File: src/rtl/data_deserializer_pkg.sv
// Frame constants and FSM encoding shared by the ADC data serializer and deserializer.
// Frame: start(1), channel, DATA_WIDTH payload bits MSB first, stop(0); one bit per clock.
package data_deserializer_pkg;

    localparam int DEFAULT_DATA_WIDTH = 16;

    localparam logic START_BIT = 1'b1;
    localparam logic STOP_BIT  = 1'b0;
    localparam logic CH_LOWER  = 1'b0;
    localparam logic CH_UPPER  = 1'b1;

    typedef enum logic [1:0] {
        ST_IDLE    = 2'd0,
        ST_CHANNEL = 2'd1,
        ST_DATA    = 2'd2,
        ST_STOP    = 2'd3
    } state_t;

endpackage

File: src/rtl/data_deserializer_sat_counter.sv
// Saturating up-counter: increments on i_inc, sticks at all-ones, never wraps.
// Single-cycle update; synchronous active-high reset clears it.
module sat_counter #(
    parameter int WIDTH = 8
) (
    input  logic             clk,
    input  logic             reset,
    input  logic             i_inc,
    output logic [WIDTH-1:0] o_count
);

    logic [WIDTH-1:0] r_count;

    always_ff @(posedge clk) begin
        if (reset) begin
            r_count <= '0;
        end else if (i_inc && (r_count != '1)) begin
            r_count <= r_count + WIDTH'(1);
        end
    end

    assign o_count = r_count;

endmodule

File: src/rtl/data_deserializer.sv
// Serial ADC frame deserializer: recovers channel-tagged payloads, flags bad stop bits.
// Outputs and one-cycle pulses appear in the cycle after the stop bit is sampled; no backpressure.
module data_deserializer
    import data_deserializer_pkg::*;
#(
    parameter int DATA_WIDTH      = DEFAULT_DATA_WIDTH,
    parameter int ERR_COUNT_WIDTH = 8
) (
    input  logic                       clk,
    input  logic                       reset,
    input  logic                       in_bit,
    output logic [DATA_WIDTH-1:0]      lower_adc_data,
    output logic [DATA_WIDTH-1:0]      upper_adc_data,
    output logic                       lower_adc_data_enable,
    output logic                       upper_adc_data_enable,
    output logic                       frame_error,
    output logic [ERR_COUNT_WIDTH-1:0] error_count
);

    localparam int                CNT_W    = $clog2(DATA_WIDTH + 1);
    localparam logic [CNT_W-1:0] LAST_BIT = CNT_W'(DATA_WIDTH - 1);

    state_t                  r_state;
    state_t                  w_next_state;
    logic [DATA_WIDTH-1:0]   r_shift;
    logic [CNT_W-1:0]        r_bit_cnt;
    logic                    r_channel;
    logic [DATA_WIDTH-1:0]   r_lower;
    logic [DATA_WIDTH-1:0]   r_upper;
    logic                    r_lower_en;
    logic                    r_upper_en;
    logic                    r_frame_err;
    logic                    w_stop_ok;
    logic                    w_stop_bad;

    always_ff @(posedge clk) begin
        if (reset) begin
            r_state <= ST_IDLE;
        end else begin
            r_state <= w_next_state;
        end
    end

    always_comb begin
        w_next_state = r_state;
        case (r_state)
            ST_IDLE:    if (in_bit == START_BIT) w_next_state = ST_CHANNEL;
            ST_CHANNEL: w_next_state = ST_DATA;
            ST_DATA:    if (r_bit_cnt == LAST_BIT) w_next_state = ST_STOP;
            ST_STOP:    w_next_state = ST_IDLE;
            default:    w_next_state = ST_IDLE;
        endcase
    end

    assign w_stop_ok  = (r_state == ST_STOP) && (in_bit == STOP_BIT);
    assign w_stop_bad = (r_state == ST_STOP) && (in_bit != STOP_BIT);

    always_ff @(posedge clk) begin
        if (reset) begin
            r_shift     <= '0;
            r_bit_cnt   <= '0;
            r_channel   <= 1'b0;
            r_lower     <= '0;
            r_upper     <= '0;
            r_lower_en  <= 1'b0;
            r_upper_en  <= 1'b0;
            r_frame_err <= 1'b0;
        end else begin
            r_lower_en  <= 1'b0;
            r_upper_en  <= 1'b0;
            r_frame_err <= w_stop_bad;
            if (r_state == ST_CHANNEL) begin
                r_channel <= in_bit;
                r_bit_cnt <= '0;
            end
            if (r_state == ST_DATA) begin
                r_shift   <= {r_shift[DATA_WIDTH-2:0], in_bit};
                r_bit_cnt <= r_bit_cnt + CNT_W'(1);
            end
            // Only a clean stop bit commits the payload; the other channel keeps its value.
            if (w_stop_ok && (r_channel == CH_LOWER)) begin
                r_lower    <= r_shift;
                r_lower_en <= 1'b1;
            end
            if (w_stop_ok && (r_channel == CH_UPPER)) begin
                r_upper    <= r_shift;
                r_upper_en <= 1'b1;
            end
        end
    end

    sat_counter #(
        .WIDTH (ERR_COUNT_WIDTH)
    ) u_err_cnt (
        .clk     (clk),
        .reset   (reset),
        .i_inc   (w_stop_bad),
        .o_count (error_count)
    );

    assign lower_adc_data        = r_lower;
    assign upper_adc_data        = r_upper;
    assign lower_adc_data_enable = r_lower_en;
    assign upper_adc_data_enable = r_upper_en;
    assign frame_error           = r_frame_err;

endmodule
File: config.mk
export PLATFORM = sky130hd
export DESIGN_NAME = data_deserializer
export DESIGN_NICKNAME = d
export VERILOG_FILES = /design/src/rtl/data_deserializer_pkg.sv /design/src/rtl/data_deserializer_sat_counter.sv /design/src/rtl/data_deserializer.sv
export SDC_FILE = /design/constraint.sdc
export NUM_CORES = 1
export LEC_CHECK = 0
export BUFFER_PORTS_ARGS = -buffer_cell sky130_fd_sc_hd__buf_4
export CAP_MARGIN = 20
export CELL_PAD_IN_SITES_DETAIL_PLACEMENT = 2
export CELL_PAD_IN_SITES_GLOBAL_PLACEMENT = 2
export CORE_ASPECT_RATIO = 0.75
export CORE_MARGIN = 4
export CORE_UTILIZATION = 36
export DETAILED_ROUTE_END_ITERATION = 6
export PLACE_DENSITY_LB_ADDON = 0.05
export SLEW_MARGIN = 20
export SYNTH_ARGS = -nofsm -noshare
export SYNTH_HDL_FRONTEND = slang
export SYNTH_HIERARCHICAL = 1
export SYNTH_SLANG_ARGS = --single-unit
File: constraint.sdc
create_clock -name clk -period 3.49 [get_ports clk]
set_clock_uncertainty 0.2 [all_clocks]
set_input_delay 0.1745 -clock clk [delete_from_list [all_inputs] [get_ports clk]]
set_output_delay 0.1745 -clock clk [all_outputs]
set_load 0.005 [all_outputs]
=== Word-level counts from Yosys, hierarchy flattened ===
Index checks and enable logic that the tools add are counted.

* Output and inout port bits: 43
* Latch bits: 0
* Input port bits: 3
* Register bits after elaboration: 67
* Memories kept: 0
* Bits in read-only memories: 0
* Memory bits (writable): 0

* Order comparisons: 0
* Divide/modulo/power cells: 0
* Reduce and logical (&&, ||, !) cells: 8
* Shifts and indexed selects: 0
* Mux-type cells: 7
* Add/subtract/negate cells: 2
* Bitwise logic cells: 2
* Eq/ne operators: 7
* Multipliers: 0

{| class="wikitable"
|+ Operator list
! kind !! number
|-
| two-way mux 5 bit || 2
|-
| adder 8 x 1 -> 8 bit (second input constant) || 1
|-
| inequality test 8 bit (second input constant) || 1
|-
| case mux 2 bit (4 select lines) || 1
|-
| adder 5 x 1 -> 5 bit (second input constant) || 1
|-
| == test 5 x 4 -> 1 bit (second input constant) || 1
|-
| logical AND 1 bit || 5
|-
| == test 2 bit (second input constant) || 2
|-
| two-way mux 2 bit || 2
|-
| inequality test 2 bit (second input constant) || 2
|-
| == test 2 x 1 -> 1 bit (second input constant) || 1
|-
| zero test 2 bit || 1
|-
| two-way mux 1 bit || 2
|-
| inverter 1 bit || 2
|-
| AND reduction 2 bit || 1
|-
| nonzero test 2 bit || 1
|}

=== Depth between registers and ports, before layout ===
Gate-level depths: netlist of the first run.

* Depth in word-level cells: 4
* Gate-level depth with buffers: 6

=== Modules after synthesis ===
Netlist of the first run, hierarchy kept.

{| class="wikitable"
|+ Modules (own cells, without submodules)
! module !! area an instance (um^2) !! sequential area each (um^2) !! instances !! cells each
|-
| data_deserializer || 2,212.1 || 1,181.1 || 1 || 248
|-
| sat_counter || 430.4 || 160.2 || 1 || 46
|}

=== Worst setup path after synthesis of the first run ===
OpenSTA, ideal clock, no wires.

* Path kind: register -> register
* Start point: reg r_state[0]
* End point: reg u_err_cnt.r_count[3] (netlist: u_err_cnt/o_count[3])
* Stages on the path, launching flop included: 6
* Arrival time: 1.402 ns
* Setup time: 0.069 ns
* Buffers on the path: 0
* Setup slack: 1.819 ns
* Cells stage by stage: dfxtp_1 -> ha_1 -> and2_1 -> nand4_1 -> or3_2 -> o21ai_1

* Longest elaborated chain between the ends: 3

{| class="wikitable"
|+ Ends and longest elaborated chain
! item !! RTL line !! text
|-
| from (decl) || data_deserializer.sv:23 || <nowiki>state_t r_state;</nowiki>
|-
| from (signal assigned) || data_deserializer.sv:40 || <nowiki>r_state <= w_next_state;</nowiki>
|-
| == test 2 bit || data_deserializer.sv:56 || <nowiki>assign w_stop_bad = (r_state == ST_STOP) && (in_bit != STOP_BIT);</nowiki>
|-
| logical AND 1 bit || data_deserializer.sv:56 ||
|-
| via w_stop_bad || data_deserializer.sv:34 || <nowiki>logic w_stop_bad;</nowiki>
|-
| logical AND 1 bit || data_deserializer_sat_counter.sv:17 || <nowiki>end else if (i_inc && (r_count != '1)) begin</nowiki>
|-
| to (signal assigned) || data_deserializer_sat_counter.sv:18 || <nowiki>r_count <= r_count + WIDTH'(1);</nowiki>
|-
| to (decl) || data_deserializer_sat_counter.sv:12 || <nowiki>logic [WIDTH-1:0] r_count;</nowiki>
|}

The timed path passes the listed nets, and every way through them passes these cells.
A chain may end at the register's enable or synchronous reset.

=== Worst setup path after layout of the first run ===
Same ends and word-level chain as after synthesis.

==> impl_metrics.tcl, run 1 <==
set metrics [dict create \
    slowest_delay_ps 440 \
    clock.fmax_mhz 516 \
    ant_nets 0 \
    cp-end-kind "register" \
    vias 2188 \
    timing.final.ws_setup_ps 1550 \
    worstSkewPairLatency_ps 350 \
    cellInternalPower_w 0.00128 \
    p_comb_frac 0.138 \
    synth_top_area_frac 0.508 \
    netlist_area_um2 2640 \
    critPathLaunchType "register" \
    yosysMostFrequentCell "nand2_1" \
    path_cells "ha_1, and2_1, nand4_1, or3_2, o21ai_1" \
    routed_wl_um 7050 \
    num_rows 26 \
    synth_flop_cell "dfxtp_1" \
    cts_root_buffer "clkbuf_8" \
    fin_nets 346 \
    drv_slew 0 \
    antenna_cells 0 \
    antenna_found_initial 0 \
    power_w 0.00176 \
    synth_common_cells "nand2_1, dfxtp_1, a21oi_1, nor2_1, mux2i_1" \
    syn_inst 294 \
    grt-ovfl-total 0 \
    synth.distinct_cells 43 \
    yosysWarnings 6 \
    syn_area_per_cell_um2 8.99 \
    layout-drive-gt1-share 0.211 \
    wl_per_cell_um 16.1 \
    ys_seq_area_frac 0.508 \
    ys_ff_latch 67 \
    avgViaCountPerCell 4.98 \
    worstMarginPinSlew_ps 701 \
    grt_usage 0.174 \
    hold_viol_final 0 \
    drt_first_pass_iters 4 \
    synth.top_cells.by_area "dfxtp_1, nand2_1, a21oi_1" \
    crit_type "reg2reg" \
    area_growth_pct 22.6 \
    portBuffers 45 \
    critical_path_buf_inv_count 0 \
    drtIter0Drc 43 \
    post-place-ws_ps 1560 \
    status "finished clean" \
    crit_family "simple AND/OR/NAND/NOR gates" \
    hp-class "in2reg" \
    path_clk_slew_ps 80 \
    rsz0062_at_grt "false" \
    cts_tree "done" \
    cts_hold_buffers 1 \
    htree_levels 3 \
    clock_path_buffers 2 \
    power_frac_clock 0.404 \
    grt_start_max_net_pins 68 \
    max_slew_margin 0.533 \
    synth.net_count 304 \
    async_flop_share 0 \
    setup_viol 0 \
    period_needed_ps 1940 \
    cp_max_fo 7 \
    p_leak_nw 1.23 \
    p_sw_w 0.000481 \
    nFillCells 791 \
    core_area_um2 6960 \
    grt_pass1_vias 2329 \
    arrival_ps 2020 \
    drv_cap 0 \
    ioPinCount 46 \
    fin_tns_setup_ps 0 \
    numClockSinks 67 \
    start_util 0.380 \
    ctsResizeCount 0 \
    post_cts_buffers 0 \
    cp.required_ps 3570 \
    drc 0 \
    power.density_nw_per_um2 544 \
    die_h_um 82.2 \
    yosys.area.top_type "dfxtp_1" \
    die_x_um 107 \
    p_sw_frac 0.273 \
    seqPwrFrac 0.458 \
    grt_pass1_wl_um 11700 \
    cpMaxStageDelayCell "or3_2" \
    synth_edf_count 0 \
    peakVddDrop_v 0.000233 \
    cts_buffers 9 \
    die-area_um2 8790 \
    timing.final.crit_share 0.555 \
    dp_hpwl_um 4660 \
    gp_congestion 0.757 \
]
## cell usage in the layout, fill, tap and decap left out, types with 2 or more instances in the layout
cell type / instances
mux2i_1: 18
a21oi_1: 41
nand2_1: 71
inv_1: 5
ha_1: 7
clkinv_2: 3
dfxtp_1: 67
nand4_1: 2
and4_1: 2
and3_1: 2
clkinv_4: 2
nand2b_1: 3
bufinv_16: 2
a31oi_1: 2
nor2_1: 22
a211oi_1: 2
clkbuf_8: 9
nor2b_1: 3
nand3_1: 5
nor3_1: 3
buf_4: 46
o21bai_1: 2
## registers in the layout, indices dropped and copies added, names as in the netlist
register and cells:
lower_adc_data 16, r_shift 16, upper_adc_data 16, u_err_cnt/o_count 8, r_bit_cnt 5, r_state 2
frame_error 1, lower_adc_data_enable 1, r_channel 1, upper_adc_data_enable 1
## power by group through the flow
| stage | Sequential [W] | Combinational (W) | Clock, W |
|---|---|---|---|
| floorplan | 0.000818 | 0.000191 | 0 |
| global placement | 0.000821 | 0.000239 | 0 |
| detailed placement | 0.000824 | 0.000244 | 0 |
| CTS | 0.000807 | 0.000248 | 0.000728 |
| global route | 0.000810 | 0.000271 | 0.000770 |
| finish | 0.000807 | 0.000243 | 0.000712 |
## cells by family after synthesis
kind of cell               Yosys count  share of synthesized area
DFF                                 67                      0.508
buffers and inverters               21                     0.0440
and+or+nand+nor                    124                      0.216
AOI/OAI and AO/OA                   55                      0.121
muxes                               20                     0.0781
adders and majority gates            7                     0.0331
## final timing paths
check,start,slack [ps],depth (start not counted),end
setup / recovery,r_state[0],1550,5,u_err_cnt/o_count[3]
hold / removal,reset,130,2,r_bit_cnt[0]
setup reg to reg,r_state[0],1550,5,u_err_cnt/o_count[3]
hold reg to reg,upper_adc_data[14],260,2,upper_adc_data[14]
## final cells by class
type	instances	area, um^2	area share
clock inverters	7	92.6	0.0286
well taps	98	123	0.0379
inverters	5	18.8	0.00579
repair buffers	47	355	0.110
flip-flops and latches	67	1340	0.414
clock buffers	9	124	0.0382
multi-input cells	206	1180	0.366
## stage by stage
| stage | instance area [um^2] | hold slack (ps) | util | std cells |
|---|---|---|---|---|
| 2_1_floorplan | 2640 | 46.6 | - | 294 |
| 3_3_place_gp | 3010 | 244 | 0.433 | 422 |
| 3_5_place_dp | 3010 | 252 | 0.433 | 422 |
| 4_1_cts | 3240 | 141 | 0.465 | 439 |
| 5_1_grt | 3240 | 180 | 0.465 | 439 |
| 6_report | 3240 | 135 | 0.465 | 439 |
## layer usage
layer  up-vias  routed length, um  GRT usage  share of wire
met5         -                  0          0              0
met4         0                 79     0.0536          0.011
met3         9                273     0.0544          0.039
met2        37               3370      0.294           0.48
met1      1068               3330      0.215           0.47
li1       1074                  -          -              -
## worst reg2reg max path, stage by stage (launching register included)
cell     delay, ps
dfxtp_1        390
ha_1           250
and2_1         310
nand4_1        200
or3_2          440
o21ai_1         90
Power figures use the tool's default switching activity.
==> run 2: changes to the inputs <==
Settings changed: CORE_UTILIZATION 36 to 33.
Clock period 3.49 ns to 1.8 ns, I/O delays scaled along.
==> run 2 against run 1 <==
- highest routed layer unchanged
- largest cell class unchanged
- non-clock buffer count up 13
- sequential share of layout area is 1.6 points lower
- via count is 2.6% higher
==> impl_metrics.tcl, run 2 (same netlist as run 1, synthesis figures left out) <==
set metrics [dict create \
    grt_start_max_net_pins 32 \
    drv_cap 0 \
    arrival_ps 1760 \
    gp_congestion 0.746 \
    ant_nets 0 \
    dp_hpwl_um 5160 \
    grt_usage 0.161 \
    antenna_cells 0 \
    cts_buffers 9 \
    cp_max_fo 3 \
    holdPathEnd "upper_adc_data[9]" \
    routed_wl_um 7280 \
    grt_pass1_wl_um 12400 \
    reg2regPathDepth 6 \
    peakVddDrop_v 0.000494 \
    drc 0 \
    hold_viol_final 0 \
    r2r_slack_ps 60 \
    avgViaCountPerCell 4.93 \
    worstSkewPairLatency_ps 330 \
    max_slew_margin 0.760 \
    rr_endpoint "r_state[1]" \
    status "finished clean" \
    clock_path_buffers 2 \
    nFillCells 868 \
    grt-ovfl-total 0 \
    htree_levels 3 \
    drv_slew 0 \
    area_growth_pct 27.7 \
    r2r-start "r_bit_cnt[0]" \
    p_leak_nw 1.29 \
    portBuffers 45 \
    hp-class "reg2reg" \
    crit_type "reg2reg" \
    cts_root_buffer "clkbuf_8" \
    clock.fmax_mhz 575 \
    path_clk_slew_ps 70 \
    drt_first_pass_iters 4 \
    holdWs_ps 262 \
    final_common_cell "nand2_1" \
    cp.required_ps 1820 \
    rsz0062_at_grt "true" \
    antenna_found_initial 0 \
    setup_viol 0 \
    timing.final.ws_setup_ps 59.5 \
    worstMarginPinSlew_ps 360 \
    die-area_um2 9520 \
    numClockSinks 67 \
    num_rows 27 \
    final_cell_mix "nand2_1, dfxtp_1, buf_4" \
    vias 2245 \
    fin_area_um2 3370 \
    post_cts_buffers 0 \
    timing.final.crit_share 0.967 \
    fin_nets 359 \
    die_h_um 85.5 \
    cts_tree "done" \
    holdPathStages 2 \
    grt_pass1_vias 2448 \
    period_needed_ps 1740 \
    wl_per_cell_um 16.0 \
    start_util 0.349 \
    core_area_um2 7570 \
    drtIter0Drc 74 \
    placed_cell_area_um2 3140 \
    ioPinCount 46 \
    die_x_um 111 \
    critPathLaunchType "register" \
    cp-end-kind "register" \
    post-place-ws_ps -24.1 \
    power.density_nw_per_um2 1000 \
    layout-drive-gt1-share 0.254 \
    hp-start "upper_adc_data[9]" \
]
## run 2: cell types whose count changed in the layout (fill, tap and decap cells not counted), moves of 2 or more
cell,before,now
ha_2,0,3
buf_4,46,55
ha_1,7,4
buf_12,0,3
clkinv_4,2,0
## run 2: worst max-delay path by stage
stage	startpoint	to	depth (start not counted)
2_1_floorplan	r_state[0]	u_err_cnt/o_count[3]	5
3_3_place_gp	r_state[1]	upper_adc_data[0]	4
3_5_place_dp	r_state[1]	u_err_cnt/o_count[3]	5
4_1_cts	r_bit_cnt[0]	r_state[1]	6
5_1_grt	r_bit_cnt[0]	r_state[1]	6
6_report	r_bit_cnt[0]	r_state[1]	6
## run 2: final cells by class
class / instances / area, um^2 / area share
Sequential cell: 67 / 1340 / 0.398
Multi-Input combinational cell: 206 / 1200 / 0.355
Timing Repair Buffer: 60 / 493 / 0.146
Clock buffer: 11 / 141 / 0.0419
Tap cell: 101 / 126 / 0.0375
Clock inverter: 5 / 52.6 / 0.0156
Inverter: 5 / 18.8 / 0.00556
## run 2: power by group
part	switching [W]	total [W]	internal [W]	leakage [nW]
Clock	0.000548	0.00122	0.000671	0.0991
Combinational	0.000335	0.000608	0.000273	0.652
Sequential	0.0000378	0.00156	0.00152	0.540
Total	0.000921	0.00339	0.00247	1.29
## run 2: critical path: stages, from the launching register on
cell and delay, ps:
dfxtp_1 340, ha_2 200, and3_1 180, ha_1 160, nand2b_1 170, and3_1 180
o21ba_2 200
## run 2: what timing repair did
item / in CTS / in global routing
setup endpoints to repair: 18 / 7
endpoints found under the hold margin: 21 / 0
hold buffers: 2 / 0
gates resized for setup: 3 / 5
pin swaps: 0 / 2
## run 2: metal layers
metal / track usage / routed length, um / vias to the layer above
li1: - / - / 1099
met1: 0.208 / 3570 / 1109
met2: 0.276 / 3450 / 31
met3: 0.0374 / 193 / 6
met4: 0.0354 / 57 / 0
met5: 0 / 0 / -
## run 2: stage by stage
| step | TNS (ps) | util | instances | power, W |
|---|---|---|---|---|
| 2_1_floorplan | 0 | - | 294 | 0.00196 |
| 3_3_place_gp | 0 | 0.416 | 437 | 0.00216 |
| 3_5_place_dp | -107 | 0.416 | 437 | 0.00218 |
| 4_1_cts | 0 | 0.444 | 455 | 0.00343 |
| 5_1_grt | -54.1 | 0.446 | 455 | 0.00358 |
| 6_report | 0 | 0.446 | 455 | 0.00339 |
